$ cat config.mk
export PLATFORM = sky130hd
export DESIGN_NAME = top_level
export DESIGN_NICKNAME = d
export VERILOG_FILES = /design/src/rtl/top_level.sv
export SDC_FILE = /design/constraint.sdc
export NUM_CORES = 1
export LEC_CHECK = 0
export BUFFER_PORTS_ARGS = -buffer_cell sky130_fd_sc_hd__buf_2
export CAP_MARGIN = 25
export CORE_MARGIN = 4
export CORE_UTILIZATION = 27
export DETAILED_ROUTE_END_ITERATION = 6
export HOLD_SLACK_MARGIN = 0.12
export PLACE_DENSITY_LB_ADDON = 0.15
export SETUP_SLACK_MARGIN = 0.05
export SLEW_MARGIN = 20
export SYNTH_ARGS = -nofsm -noshare
export SYNTH_HDL_FRONTEND = slang
export SYNTH_SLANG_ARGS = --single-unit
$ cat constraint.sdc
create_clock -name CLK -period 1.7 [get_ports CLK]
set_input_delay 0 -clock CLK [delete_from_list [all_inputs] [get_ports CLK]]
set_output_delay 0 -clock CLK [all_outputs]
set_load 0.02 [all_outputs]
$ cat src/rtl/top_level.sv
// Self-contained 16x16 unsigned shift-and-add multiplier with local data memory and register file.
// Latency: 24 clock edges from start low to halt; start restarts at PC 0 and suppresses all writes.
module top_level (
    input  logic CLK,
    input  logic rst_n,
    input  logic start,
    output logic halt
);

    logic [7:0] PC;
    logic [7:0] pc_d;
    logic       halt_q;
    logic       halt_d;

    logic       step_en;
    logic       load_en;
    logic       mul_en;
    logic       store_en;
    logic [7:0] ld_addr;
    logic [3:0] ld_idx;
    logic [7:0] st_idx;
    logic [3:0] mul_i;
    logic [7:0] ld_dat;

    assign step_en  = !start && (PC < 8'd24);
    assign load_en  = step_en && (PC < 8'd4);
    assign mul_en   = step_en && (PC >= 8'd4) && (PC < 8'd20);
    assign store_en = step_en && (PC >= 8'd20);
    assign ld_addr  = PC + 8'd1;
    assign ld_idx   = PC[3:0] + 4'd1;
    assign st_idx   = PC - 8'd15;
    // PC 4..19 maps to bit 0..15; the low nibble minus 4 wraps to exactly that.
    assign mul_i    = PC[3:0] - 4'd4;

    if (1) begin : data_mem1
        logic [7:0] core [0:255];

        always_ff @(posedge CLK) begin
            if (store_en) begin
                core[st_idx] <= reg_file1.registers[st_idx[3:0]];
            end
        end
    end

    assign ld_dat = data_mem1.core[ld_addr];

    if (1) begin : reg_file1
        logic [7:0]  registers [0:15];
        logic [15:0] mcand;
        logic [15:0] mplier;
        logic [31:0] acc;
        logic [31:0] sum;

        assign mcand  = {registers[1], registers[2]};
        assign mplier = {registers[3], registers[4]};
        assign acc    = {registers[5], registers[6], registers[7], registers[8]};
        assign sum    = acc + ({16'd0, mcand} << mul_i);

        always_ff @(posedge CLK) begin
            if (load_en) begin
                registers[ld_idx] <= ld_dat;
                if (PC == 8'd0) begin
                    registers[5] <= 8'd0;
                    registers[6] <= 8'd0;
                    registers[7] <= 8'd0;
                    registers[8] <= 8'd0;
                end
            end else if (mul_en && mplier[mul_i]) begin
                registers[5] <= sum[31:24];
                registers[6] <= sum[23:16];
                registers[7] <= sum[15:8];
                registers[8] <= sum[7:0];
            end
        end
    end

    always_comb begin
        pc_d   = PC;
        halt_d = halt_q;
        if (start) begin
            pc_d   = 8'd0;
            halt_d = 1'b0;
        end else if (PC < 8'd24) begin
            pc_d = PC + 8'd1;
            if (PC == 8'd23) begin
                halt_d = 1'b1;
            end
        end
    end

    always_ff @(posedge CLK or negedge rst_n) begin
        if (!rst_n) begin
            PC     <= 8'd0;
            halt_q <= 1'b0;
        end else begin
            PC     <= pc_d;
            halt_q <= halt_d;
        end
    end

    assign halt = halt_q;

endmodule

==> impl_metrics.json, run 1 <==
{
  "die_y_um": 46.57,
  "syn_nets": 38,
  "pin_count": 4,
  "power-per-cell-area_mw_per_mm2": 850.4,
  "crit_type": "register to register",
  "first_global_vias": 292,
  "grt_max_degree": 12,
  "grt_use_total_pct": 8.553,
  "die_w_um": 46.57,
  "p_leak_nw": 0.2317,
  "startpoint_type": "register",
  "cts_htree_levels": 1,
  "ir_drop_mv": 0.3331,
  "fin_nets": 48,
  "netlist_top_cells_area": "dfrtp_1, a2111oi_4, nor2_1",
  "slew_viol_final": 0,
  "path_clk_slew_ps": 60,
  "viasPerCell": 4.948,
  "setup_viol": 0,
  "crit_fanout": 4,
  "fmax_mhz": 666.4,
  "end_kind": "register",
  "slowest_stage": "a2111oi_4",
  "synth_top_area_share_pct": 56.07,
  "num_antenna_cells": 0,
  "portBuffers": 3,
  "tns_ps": 0,
  "drive_above_1_share_pct": 20.93,
  "cap_violations": 0,
  "core_mm2": 0.001350,
  "rrSetupSlack_ps": 200,
  "vias": 287,
  "rsz0062_at_grt": "no",
  "wl_per_cell_um": 12.43,
  "hold_class": "input port to async pin",
  "finClkSkew_ps": 2.564,
  "yosysUniqueCellTypes": 18,
  "final_cell_mix": "dfrtp_1, nor2_1, nor2b_1, clkbuf_4, buf_2",
  "fin_crit_sh_pct": 88.27,
  "hold_viol": 0,
  "ant_nets": 0,
  "status": "complete, no violations",
  "ys.warnings.count": 0,
  "grt_pass1_wl_um": 1262,
  "cts_setup_buffers": 0,
  "initial_core_util_pct": 29.75,
  "cts_sinks": 9,
  "antenna_found_initial": 0,
  "dr.pass1.iters": 4,
  "fillers": 143,
  "drt_iter0_drc": 1,
  "critPathMaxStageDelay_ps": 460,
  "dp_hpwl_um": 523.2,
  "arrival_ps": 1640,
  "period_minus_slack_ps": 1501,
  "num_rows": 13,
  "cts_buffers": 3,
  "cts_root_buf": "clkbuf_4",
  "crit_chain": "a2111oi_4, nand4_1, mux2_1",
  "cts_tree": "built",
  "ys_ff_latch": 9,
  "synthesis.instances": 34,
  "total_power_uw": 412.8,
  "drc": 0,
  "syn_to_final_growth_pct": 20.87,
  "cp.required_ps": 1840,
  "slew_headroom_pct": 75.45,
  "tightest_slew_ps": 368.3,
  "synth.yosys.seq_area_share_pct": 56.07,
  "clock_path_buffers": 2,
  "synth.cell_area_um2": 401.6,
  "overflow": 0,
  "clk_latency_ps": 250,
  "die_area_mm2": 0.002169,
  "final_common_cell": "dfrtp_1",
  "wirelength_um": 721,
  "gp_congestion": 0.8305,
  "synth_top_cell_by_area": "dfrtp_1",
  "syn_area_per_cell_um2": 11.81
}
==> final timing paths <==
check / from / end / depth (start not counted)
max: PC[4] / PC[3] / 3
min: rst_n / PC[2] / 2
max reg2reg: PC[4] / PC[3] / 3
min reg2reg: halt / halt / 2
max in group asynchronous: rst_n / PC[5] / 2
min in group CLK: halt / halt / 2
==> routing by layer <==
metal  up-vias  global-route usage [%]  share of wire, %
met4         0                   3.409                 0
met3         0                   3.516               6.5
met2         6                   14.01                48
met1       143                   9.762                46
li1        138                       -                 -
met5         -                       0                 0
==> worst max-delay path, delay by kind of cell, from the launching register on <==
family / cells / cell delay [ps]
AOI/OAI and AO/OA: 1 / 460
DFF: 1 / 440
muxes: 1 / 330
and+or+nand+nor: 1 / 160
==> power breakdown <==
group	internal [mW]	switching, mW	total (mW)
Clock	0.0899	0.0664	0.156
Combinational	0.0146	0.0152	0.0298
Sequential	0.220	0.00638	0.227
==> state kept, by name, summed over array words and instances, names as in the netlist <==
name / count
halt: 1
PC: 8
==> per-stage QoR <==
step / cells / setup WS [ps] / hold slack [ps] / util [%] / cell area, µm²
after floorplan: 34 / 299.4 / -295.6 / - / 401.6
final: 58 / 199.5 / 123.7 / 35.96 / 485.5
after global routing: 58 / 98.26 / 146.6 / 35.96 / 485.5
after CTS: 58 / 171.6 / 126.0 / 35.96 / 485.5
after global placement: 52 / 241.0 / -142.6 / 32.53 / 439.2
after detailed placement: 52 / 198.3 / -140.0 / 32.53 / 439.2
==> layout make-up <==
cell class	instances	area, µm²	area share [%]
Multi-Input combinational cell	23	168.9	34.79
Clock buffer	4	26.28	5.412
Inverter	1	3.754	0.7732
Tap cell	15	18.77	3.866
Timing Repair Buffer	6	42.54	8.763
Sequential cell	9	225.2	46.39
==> cells in the mapped netlist <==
master     instances
a2111oi_4          1
a21oi_1            1
a31o_2             1
a31oi_1            1
a41oi_1            1
clkbuf_1           1
dfrtp_1            9
ha_1               1
inv_1              1
mux2_1             1
mux2i_1            1
nand2_1            1
nand2b_1           1
nand4_1            1
nor2_1             7
nor2b_1            3
nor4b_1            1
xnor2_1            1
==> cells by family (layout without fill, tap and decap cells) <==
group,count (synthesis),after routing,share of synthesized area (%)
AO/OA/AOI/OAI,5,5,14.02
XOR/XNOR,1,1,2.181
adder cells (fa/ha/maj),1,1,3.115
buffers and inverters,2,11,1.867
flip-flops,9,9,56.08
multiplexers,2,2,5.296
AND/OR/NAND/NOR,14,14,17.45
==> what timing repair did <==
item | in CTS | in global routing
endpoints found under the hold margin | 16 | 0
hold buffers | 2 | 0
resized for setup | 0 | 0
No activity file was read; power rests on OpenSTA's default activity.
==> run 2, diff against run 1 <==
--- a/config.mk
+++ b/config.mk
@@ -7,9 +7,9 @@
 export LEC_CHECK = 0
 export BUFFER_PORTS_ARGS = -buffer_cell sky130_fd_sc_hd__buf_2
 export CAP_MARGIN = 25
-export CORE_MARGIN = 4
-export CORE_UTILIZATION = 27
+export CORE_AREA = 4 4 41 43
 export DETAILED_ROUTE_END_ITERATION = 6
+export DIE_AREA = 0 0 45 47
 export HOLD_SLACK_MARGIN = 0.12
 export PLACE_DENSITY_LB_ADDON = 0.15
 export SETUP_SLACK_MARGIN = 0.05
==> constraint.sdc (replaced) <==
create_clock -name CLK -period 1.9 [get_ports CLK]
set_input_delay 0 -clock CLK [delete_from_list [all_inputs] [get_ports CLK]]
set_output_delay 0 -clock CLK [all_outputs]
set_load 0.02 [all_outputs]
==> run 2 against run 1 <==
- register-to-register slack better by 230 ps
- worst setup slack improved by 230 ps
- critical path depth unchanged
- critical endpoint unchanged
- power decreased by 11%
- first-iteration DRC count unchanged
- cell count unchanged
- hold slack improved by 7.4 ps
- sequential power is 11% lower
- critical path type unchanged
- combinational power shrank 9.1%
- clock skew shrank 1.3 ps
- routed wire length shrank 9.2%
==> impl_metrics.json, run 2 (synthesized netlist as in run 1, its figures left out) <==
{
  "power-per-cell-area_mw_per_mm2": 758.5,
  "vias": 272,
  "stdcell_area_um2": 485.5,
  "stdcell_count": 58,
  "initial_core_util_pct": 30.87,
  "viasPerCell": 4.690,
  "hold_class": "input port to async pin",
  "num_antenna_cells": 0,
  "cts_sinks": 9,
  "finClkSkew_ps": 1.303,
  "period_minus_slack_ps": 1470,
  "syn_to_final_growth_pct": 20.87,
  "grt_max_degree": 12,
  "slew_viol_final": 0,
  "dp_worst_setup_slack_ps": 426.9,
  "clock_path_buffers": 2,
  "cts_buffers": 3,
  "end_kind": "register",
  "fillers": 133,
  "fin_crit_sh_pct": 77.38,
  "drive_above_1_share_pct": 20.93,
  "setup_viol": 0,
  "die_w_um": 45,
  "dpl_cell_area_um2": 439.2,
  "multi_input_area_um2": 168.9,
  "p_leak_nw": 0.2317,
  "gp_congestion": 0.7457,
  "final_util_pct": 37.31,
  "wl_per_cell_um": 11.29,
  "cap_violations": 0,
  "ir_drop_mv": 0.2878,
  "hold_buffers": 2,
  "seq_area_um2": 225.2,
  "highest-signal-layer": "met3",
  "first_global_vias": 297,
  "dpl.cell_count": 52,
  "cts_htree_levels": 1,
  "die_y_um": 47,
  "wl_met1_um": 277,
  "dp_hpwl_um": 515.2,
  "fmax_mhz": 680.2,
  "drc": 0,
  "crit_type": "register to register",
  "slew_headroom_pct": 76.32,
  "largest_reg_flops": 8,
  "status": "complete, no violations",
  "hold_viol": 0,
  "pin_count": 4,
  "dr_wl_met3_um": 45,
  "die_area_mm2": 0.002115,
  "cts_root_buf": "clkbuf_4",
  "rsz0062_at_grt": "no",
  "tightest_slew_ps": 355.2,
  "final_cell_mix": "dfrtp_1, nor2_1, nor2b_1, clkbuf_4, buf_2",
  "drt_iter0_drc": 1,
  "worstRegToRegCells": 3,
  "grt_use_total_pct": 8.220,
  "clk_latency_ps": 250,
  "startpoint_type": "register",
  "antenna_found_initial": 0,
  "cts-resized-gates": 0,
  "worst_slack_ps": 429.9,
  "portBuffers": 3,
  "crit_fanout": 4,
  "num_rows": 13,
  "core_mm2": 0.001301,
  "path_clk_slew_ps": 60,
  "final_common_cell": "dfrtp_1",
  "regMostFlops": "PC",
  "ant_nets": 0,
  "cts_tree": "built",
  "dr.pass1.iters": 2,
  "arrival_ps": 1600,
  "cts_setup_buffers": 0,
  "cp.required_ps": 2030,
  "overflow": 0,
  "fin_nets": 48,
  "grt_pass1_wl_um": 1193,
  "wirelength_um": 655,
  "tns_ps": 0,
  "wl_met2_um": 332
}
==> run 2: final timing paths <==
path	from	endpoint	slack, ps
min in group CLK	halt	halt	540
max in group asynchronous	rst_n	PC[6]	1600
worst max-delay path	PC[4]	PC[3]	430
worst min register to register	halt	halt	540
worst min-delay path	rst_n	PC[0]	130
worst max register to register	PC[4]	PC[3]	430
==> run 2: power by group <==
part / internal [mW] / total [mW] / switching, mW
Clock: 0.0804 / 0.139 / 0.0583
Sequential: 0.197 / 0.203 / 0.00534
Combinational: 0.0133 / 0.0271 / 0.0137
==> run 2: worst max-delay path, stage by stage, from the launching register on <==
cell	delay, ps
dfrtp_1	430
a2111oi_4	450
nand4_1	150
mux2_1	330
==> run 2: stage by stage <==
stage               hold WS [ps]  total power [mW]
floorplan                 -295.6            0.2191
global placement          -143.4            0.2289
detailed placement        -141.1            0.2305
CTS                        134.7            0.3756
global route               155.1            0.3874
finish                     131.0            0.3682
==> run 2: layout make-up <==
cell class                      instances  area share (%)
Timing Repair Buffer                    6           8.763
Sequential cell                         9           46.39
Multi-Input combinational cell         23           34.79
Tap cell                               15           3.866
Clock buffer                            4           5.412
Inverter                                1          0.7732
==> run 2: metal layers <==
layer  vias to the layer above  track usage, %
met3                         0           2.682
met5                         -               0
met1                       129           8.431
met4                         0           7.018
li1                        137               -
met2                         6           13.56
